**src/rtl/rc4_prga_decrypt.sv**
```systemverilog
// rtl/rc4_prga_decrypt.sv - RC4 PRGA keystream generator and ROM-to-RAM decryptor
module rc4_prga_decrypt #(
    parameter int MSG_LEN = 32
) (
    input  logic       i_clk,
    input  logic       i_rst_n,
    input  logic       i_start,
    output logic       o_finish,
    output logic [7:0] o_s_address,
    output logic [7:0] o_s_data,
    output logic       o_s_wen,
    input  logic [7:0] i_s_q,
    output logic [7:0] o_rom_address,
    input  logic [7:0] i_rom_q,
    output logic [7:0] o_ram_address,
    output logic [7:0] o_ram_data,
    output logic       o_ram_wen
);

    localparam logic [7:0] LAST_K = 8'(MSG_LEN - 1);

    typedef enum logic [3:0] {
        S_IDLE, S_INC_I, S_WAIT_I, S_READ_I, S_ADDR_J, S_WAIT_J, S_READ_J,
        S_WR_I, S_WR_J, S_ADDR_F, S_WAIT_F, S_READ_F, S_WR_OUT, S_NEXT_K, S_DONE
    } state_t;

    state_t     r_state, w_state;
    logic [7:0] r_i, r_j, r_k, r_si, r_sj, r_f, r_enc;
    logic [7:0] w_i, w_j, w_k, w_si, w_sj, w_f, w_enc;
    logic [7:0] r_s_address, r_s_data, r_rom_address, r_ram_address, r_ram_data;
    logic [7:0] w_s_address, w_s_data, w_rom_address, w_ram_address, w_ram_data;
    logic       r_s_wen, r_ram_wen, r_finish;
    logic       w_s_wen, w_ram_wen, w_finish;

    // Register the FSM state, working registers and every output; reset aborts any pass.
    always_ff @(posedge i_clk or negedge i_rst_n) begin
        if (!i_rst_n) begin
            r_state       <= S_IDLE;
            r_i           <= '0;
            r_j           <= '0;
            r_k           <= '0;
            r_si          <= '0;
            r_sj          <= '0;
            r_f           <= '0;
            r_enc         <= '0;
            r_s_address   <= '0;
            r_s_data      <= '0;
            r_s_wen       <= 1'b0;
            r_rom_address <= '0;
            r_ram_address <= '0;
            r_ram_data    <= '0;
            r_ram_wen     <= 1'b0;
            r_finish      <= 1'b0;
        end else begin
            r_state       <= w_state;
            r_i           <= w_i;
            r_j           <= w_j;
            r_k           <= w_k;
            r_si          <= w_si;
            r_sj          <= w_sj;
            r_f           <= w_f;
            r_enc         <= w_enc;
            r_s_address   <= w_s_address;
            r_s_data      <= w_s_data;
            r_s_wen       <= w_s_wen;
            r_rom_address <= w_rom_address;
            r_ram_address <= w_ram_address;
            r_ram_data    <= w_ram_data;
            r_ram_wen     <= w_ram_wen;
            r_finish      <= w_finish;
        end
    end

    // Next-state and next-register values; strobes default low so each lasts exactly one cycle.
    always_comb begin
        w_state       = r_state;
        w_i           = r_i;
        w_j           = r_j;
        w_k           = r_k;
        w_si          = r_si;
        w_sj          = r_sj;
        w_f           = r_f;
        w_enc         = r_enc;
        w_s_address   = r_s_address;
        w_s_data      = r_s_data;
        w_rom_address = r_rom_address;
        w_ram_address = r_ram_address;
        w_ram_data    = r_ram_data;
        w_s_wen       = 1'b0;
        w_ram_wen     = 1'b0;
        w_finish      = 1'b0;
        case (r_state)
            S_IDLE: begin
                if (i_start) begin
                    w_i     = '0;
                    w_j     = '0;
                    w_k     = '0;
                    w_state = S_INC_I;
                end
            end
            S_INC_I: begin
                w_i         = r_i + 8'd1;
                w_s_address = r_i + 8'd1;
                w_state     = S_WAIT_I;
            end
            S_WAIT_I: w_state = S_READ_I;
            S_READ_I: begin
                w_si    = i_s_q;
                w_j     = r_j + i_s_q;
                w_state = S_ADDR_J;
            end
            S_ADDR_J: begin
                w_s_address = r_j;
                w_state     = S_WAIT_J;
            end
            S_WAIT_J: w_state = S_READ_J;
            S_READ_J: begin
                w_sj    = i_s_q;
                w_state = S_WR_I;
            end
            // When i==j both writes store the same byte, leaving S unchanged as RC4 expects.
            S_WR_I: begin
                w_s_address = r_i;
                w_s_data    = r_sj;
                w_s_wen     = 1'b1;
                w_state     = S_WR_J;
            end
            S_WR_J: begin
                w_s_address = r_j;
                w_s_data    = r_si;
                w_s_wen     = 1'b1;
                w_state     = S_ADDR_F;
            end
            S_ADDR_F: begin
                w_s_address   = r_si + r_sj;
                w_rom_address = r_k;
                w_state       = S_WAIT_F;
            end
            S_WAIT_F: w_state = S_READ_F;
            S_READ_F: begin
                w_f     = i_s_q;
                w_enc   = i_rom_q;
                w_state = S_WR_OUT;
            end
            S_WR_OUT: begin
                w_ram_address = r_k;
                w_ram_data    = r_f ^ r_enc;
                w_ram_wen     = 1'b1;
                w_state       = S_NEXT_K;
            end
            S_NEXT_K: begin
                if (r_k == LAST_K) begin
                    w_state = S_DONE;
                end else begin
                    w_k     = r_k + 8'd1;
                    w_state = S_INC_I;
                end
            end
            S_DONE: begin
                w_finish = 1'b1;
                w_state  = S_IDLE;
            end
            default: w_state = S_IDLE;
        endcase
    end

    assign o_finish      = r_finish;
    assign o_s_address   = r_s_address;
    assign o_s_data      = r_s_data;
    assign o_s_wen       = r_s_wen;
    assign o_rom_address = r_rom_address;
    assign o_ram_address = r_ram_address;
    assign o_ram_data    = r_ram_data;
    assign o_ram_wen     = r_ram_wen;

endmodule

```
**config.mk**
```make
export PLATFORM = sky130hd
export DESIGN_NAME = rc4_prga_decrypt
export DESIGN_NICKNAME = d
export VERILOG_FILES = /design/src/rtl/rc4_prga_decrypt.sv
export SDC_FILE = /design/constraint.sdc
export NUM_CORES = 1
export LEC_CHECK = 0
export CAP_MARGIN = 20
export CORE_MARGIN = 4
export CORE_UTILIZATION = 40
export DETAILED_ROUTE_END_ITERATION = 8
export SLEW_MARGIN = 10
export SYNTH_ARGS = -nofsm -noshare
export SYNTH_HDL_FRONTEND = slang
export SYNTH_SLANG_ARGS = --single-unit
export TNS_END_PERCENT = 5
```
**constraint.sdc**
```tcl
create_clock -name i_clk -period 2.3 [get_ports i_clk]
set_input_delay 0.345 -clock i_clk [delete_from_list [all_inputs] [get_ports i_clk]]
set_output_delay 0.345 -clock i_clk [all_outputs]
set_load 0.01 [all_outputs]
```
==> impl_metrics.ini <==
[clock_network]
cts_tree = built
h-tree-depth = 3
clk_latency_ns = 0.35
cts-resized-gates = 0
cts-buffers-inserted = 9
clockBufferDepth = 2
numClockSinks = 103
clk_pin_slew_ns = 0.08
cts-root-buf = clkbuf_16

[synth]
netlist_instances = 493
netlist_area_sq_um = 5209
yosys-top-cells-count = dfrtp_1 (103), nand2_1 (60), mux2_2 (41), o21ai_0 (38), nor2_1 (35)
yosysSeqAreaShare = 0.4948
synth_flop_cell = dfrtp_1
synth-async-reset-ratio = 1.000
synth_area_per_cell_sq_um = 10.57
yosys.area.top_type_share = 0.4948
synth_area_leaders = dfrtp_1 (49%), mux2_2 (8.9%), nand2_1 (4.3%)
yosysUniqueCellTypes = 60
synth-edff-count = 0
synth_nets = 530
yosys_warnings = 0
synth.most_common_cell = dfrtp_1
synth_seq_cells = 103
synth.largest_area_cell = dfrtp_1

[floorplan]
coreArea_sq_um = 12670
rows = 41
die_h_microns = 122.1
die_w_microns = 122.1
io_pins = 62
design.die.area_sq_um = 14910
start_util = 0.4111

[drt]
dr_total_vias = 3970
routed_wl_mm = 12.15
vias_per_cell = 5.265
wl_met3_microns = 422
wl_met2_mm = 5.867
wire_per_inst_microns = 16.11
postRouteAntennaNets = 0
drt_iter0_drc = 200
met1Wirelength_mm = 5.755
dr.pass1.iters = 6
drcViolationCount = 0
top_layer_used = met4

[worst_setup_path]
crit_type = reg2reg
end_kind = flip-flop
worst_ep_arrival_time_ns = 2.29
crit_path_start_kind = flip-flop
ff2ff_path_depth = 5
critPathMaxFanout = 13
crit_required_ns = 2.54

[status]
status = finished clean

[placement]
dp.cells = 737
io_buffers = 61
hpwlAfterDp_mm = 8.915
place_area_sq_um = 6203
preCtsSetupSlack_ns = -0.09045
gp_congestion = 0.8698

[layout]
fin_area_sq_um = 6525
drive_above_1_share = 0.1632
utilization = 0.5150
final_cells = 754
areaGrowthSynthToFinish_pct = 25.27
diodes = 0
nets = 614

[grt]
grt_util_all_layers = 0.1749
gr-total-overflow = 0
antenna_found_initial = 0
grt_pass1_vias = 3941
grt_max_degree = 64
grt_pass1_wl_mm = 20.21

[timing]
min_period_over_period = 0.8919
grt_setup_unrepaired = false
finalWorstSetupSlack_ns = 0.2486
worst-slew-pin-transition_ns = 0.5914
clock.fmax_mhz = 487.5
fin_worst_skew_ns = 0.007451
setup_viol = 0
timing.hold.ws_ns = 0.3312
fin_tns_setup_ns = 0
slew-limit-headroom = 0.6046
fin_crit_ns = 2.051
slew_viol_final = 0
hold_viol_final = 0

[pwr]
power.density_nw_per_um2 = 1274
leakagePower_nw = 2.981
finalPower_mw = 8.315
ir_worst_vdd_mv = 0.6318

[flow_run]
cap_violations = 0

[hold_path]
hp-class = in2async
==> placed cells by master, fill, tap and decap left out, drive strengths merged, types with 3 or more instances in the layout <==
master	netlist	layout
a211oi	5	5
a21o	9	9
a21oi	21	21
a221o	5	5
and2	4	4
and3	7	7
buf	10	32
clkbuf	10	9
clkdlybuf4s50	0	60
dfrtp	103	103
ha	16	16
inv	5	9
mux2	41	41
mux2i	13	13
nand2	60	60
nand2b	5	5
nand3	20	20
nand3b	3	3
nor2	35	35
nor2b	3	3
nor3	9	9
nor3b	6	6
o21ai	38	38
o22ai	3	3
xnor2	12	12
xor2	11	11
==> worst max-delay path, stage by stage, from the launching register on <==
cell and delay (ns):
dfrtp_1 0.47, nor2_1 0.28, nand3_1 0.48, o311ai_0 0.50
a21o_1 0.12, o21ai_0 0.07
==> per-layer routing <==
layer / GRT usage / vias to the layer above
met1: 0.2384 / 1952
met3: 0.03668 / 7
li1: - / 1939
met2: 0.2797 / 72
met4: 0.05738 / 0
met5: 0 / -
==> registers in the layout (all words and copies together) (netlist names) <==
| signal | count |
|---|---|
| o_s_data | 8 |
| o_s_wen | 1 |
| o_s_address | 8 |
| o_ram_data | 8 |
| o_ram_address | 8 |
| r_i | 8 |
| r_si | 8 |
| r_k | 8 |
| r_enc | 8 |
| o_rom_address | 8 |
| r_state | 4 |
| r_sj | 8 |
| o_ram_wen | 1 |
| o_finish | 1 |
| r_f | 8 |
| r_j | 8 |
==> timing repair <==
item | in CTS | in global routing
endpoints found under the setup margin | 0 | 0
hold buffers | 1 | 0
buffers inserted | 0 | 0
hold endpoints to repair | 2 | 0
==> worst paths after layout <==
check	slack (ns)	startpoint	end
max	0.25	r_state[3]	r_j[7]
min	0.33	i_rst_n	o_rom_address[7]
max reg2reg	0.25	r_state[3]	r_j[7]
min reg2reg	0.47	o_rom_address[3]	o_rom_address[3]
max in group asynchronous	1.30	i_rst_n	r_sj[1]
min in group i_clk	0.47	o_rom_address[3]	o_rom_address[3]
==> final cells by class <==
cell class / count / area (sq um)
fill: 1198 / 6146
sequential: 103 / 2577
multi-input combinational: 365 / 2539
timing repair buffer: 93 / 863.3
clock buffer: 9 / 225.2
tap: 172 / 215.2
clock inverter: 7 / 86.33
inverter: 5 / 18.77
==> cell families after synthesis <==
kind of cell	count (synthesis)	synth area share
AND/OR/NAND/NOR	164	0.1545
AO/OA/AOI/OAI	106	0.1321
flip-flops	103	0.4948
multiplexers	54	0.1136
buffers and inverters	25	0.02018
XOR/XNOR	23	0.03867
adder cells (fa/ha/maj)	18	0.04612
==> where the power goes <==
part / internal [mW] / switching, mW / total (mW)
combinational: 1.88 / 1.86 / 3.74
sequential: 2.45 / 0.526 / 2.98
clock: 0.869 / 0.729 / 1.60
No activity file was read; power rests on OpenSTA's default activity.
==> RTL edit: new RTL, same flow settings <==
Put one more register stage on the output `o_ram_data`, cleared by the reset. The value now appears one clock later. The other outputs are not delayed to match.
--- a/src/rtl/rc4_prga_decrypt.sv
+++ b/src/rtl/rc4_prga_decrypt.sv
@@ -172,3 +172,9 @@
     assign o_ram_address = r_ram_address;
-    assign o_ram_data    = r_ram_data;
+    always_ff @(posedge i_clk or negedge i_rst_n) begin
+        if (!i_rst_n) begin
+            o_ram_data <= '0;
+        end else begin
+            o_ram_data <= r_ram_data;
+        end
+    end
     assign o_ram_wen     = r_ram_wen;
Check against the original RTL: same outputs for any inputs over 10 cycles, from zero or initial values and one cycle with i_rst_n low; that may be too few to reach the edited logic, so the function may still have changed.
==> RTL edit against the original RTL <==
- worst setup slack worse by 0.041 ns
- global-route usage is 0.060 points higher
- via count down 0.60%
- design area grew 0.54%
- core utilization shrank 1.8 points
- power grew 6.5%
- clock power down 3%
- critical path depth grew 2
- sequential cell count is 8 higher
- synthesized area is 2.9% higher
- routed wire length grew 0.90%
- critical endpoint is now o_s_address[6]
- largest cell class unchanged
- highest routed layer unchanged
==> RTL edit: results (changes against the original RTL) <==
run status: complete, no violations
post-synthesis adder-cell area fraction: 0.0448 (-0.00129)
number of signal-net buffers in the layout: 83 (-11%)
wire length of the first global-routing pass: 20,600 microns (+2.1%)
pwr dens: 1350 mW/mm^2 (+5.9%)
clock distribution area overhead in the final layout: 0.0441 (-0.00369)
count of nets after finishing: 595 (-3.1%)
length of the first detailed-routing pass in iterations: 5 (-1)
critical path arrival: 2.35 ns (+0.06 ns)
clock latency at the later pin of the worst-skew pair: 0.36 ns
Starting DRT DRC Count: 248 (+24%)
cell total after placement: 722 (-2.0%)
Max rail drop VDD: 0.626 mV (-0.89%)
multi-input combinational cell area: 0.00246 sq mm (-3.2%)
half-perimeter wire length after detailed placement: 8970 microns (+0.59%)
internal power consumption: 5.54 mW (+6.5%)
Slowest-stage cell, CP: sky130_fd_sc_hd__fa_1
Worst path max stage delay: 0.41 ns (-0.09 ns)
sinks on the clock net: 111 (+7.8%)
Fillers: 1,201 (+0.25%)
FF/Latch Area: 0.00278 sq mm (+7.8%)
multiplexer fraction of the synthesized cell area: 0.121 (+0.00756)
proportion of layout cells with a drive suffix above 1: 0.169 (+0.00551)
number of global-route vias before repair: 3,985 (+1.1%)
post-synthesis cell count: 483 (-2.0%)
total track usage: 0.176 (+0.000598)
relative contribution of the clock network to total power: 0.175 (-0.017)
parity-gate share of the synthesized area counting xor and xnor cells: 0.0409 (+0.00219)
Post-Place Worst Slack: -0.152 ns (-0.0613 ns)
Hold WC Path Type: reg -> reg
leading post-synthesis cells by cell area: sky130_fd_sc_hd__dfrtp_1, sky130_fd_sc_hd__mux2_2, sky130_fd_sc_hd__ha_1
Mapped Nets: 520 (-1.9%)
Slew Limit Headroom: 0.639 (+0.0341)
Area growth, synth to finish: 22.4%
maximum fanout count along the critical path: 3 (-10)
distinct cell type count after synthesis: 51 (-15%)
global placement routability congestion: 0.836 (-3.9%)
multi-input gates: 346 (-5.2%)
total of hold buffers inserted after clock tree synthesis: 1 (unchanged)
via count: 3,946 (-0.60%)
synthesized-area fraction occupied by ao, oa, aoi and oai cells: 0.122 (-0.0102)
Post-Layout Cell Count: 739 (-2.0%)
Pleak: 2.94 nW (-1.4%)
total of buffers placed on input and output ports: 61 (unchanged)
fraction of area in non-clock buffers: 0.120 (-0.0122)
layout clock buffer count: 10 (+1)
proportion of cell area occupied by multi-input gates: 0.375 (-0.0143)
part of the power in combinational logic: 0.437 (-0.013)
kind of cell with the highest combined delay on the critical path: adder cells
most instantiated cells after synthesis: sky130_fd_sc_hd__dfrtp_1, sky130_fd_sc_hd__mux2_2, sky130_fd_sc_hd__o21ai_0, sky130_fd_sc_hd__nor2_1, sky130_fd_sc_hd__nand2_1
number of logic inverters in the finished layout: 7 (+2)
largest clock skew in the final design: 0.00758 ns (+0.000132 ns)
DR WL/cell: 16.6 microns (+2.9%)
==> RTL edit: path summary, 6_finish.rpt <==
path / end / slack (ns) / depth (start not counted) / from
setup / recovery: o_s_address[6] / 0.21 / 7 / r_si[0]
hold / removal: o_ram_data[1] / 0.38 / 0 / r_ram_data[1]
setup reg to reg: o_s_address[6] / 0.21 / 7 / r_si[0]
hold reg to reg: o_ram_data[1] / 0.38 / 0 / r_ram_data[1]
max in group asynchronous: r_sj[6] / 1.11 / 3 / i_rst_n
min in group asynchronous: o_rom_address[6] / 0.51 / 2 / i_rst_n
==> RTL edit: cell families after synthesis <==
logic type | after synthesis
AO/OA/AOI/OAI | 107
XOR/XNOR | 25
adder cells (fa/ha/maj) | 18
buffers and inverters | 26
flip-flops | 111
multiplexers | 59
AND/OR/NAND/NOR | 137
==> RTL edit: routing by layer <==
layer	track usage	wire [microns]	up-vias
met5	0	0	-
met2	0.295	6220	83
li1	-	-	1884
met4	0.0768	257	0
met1	0.223	5340	1961
met3	0.0291	432	18
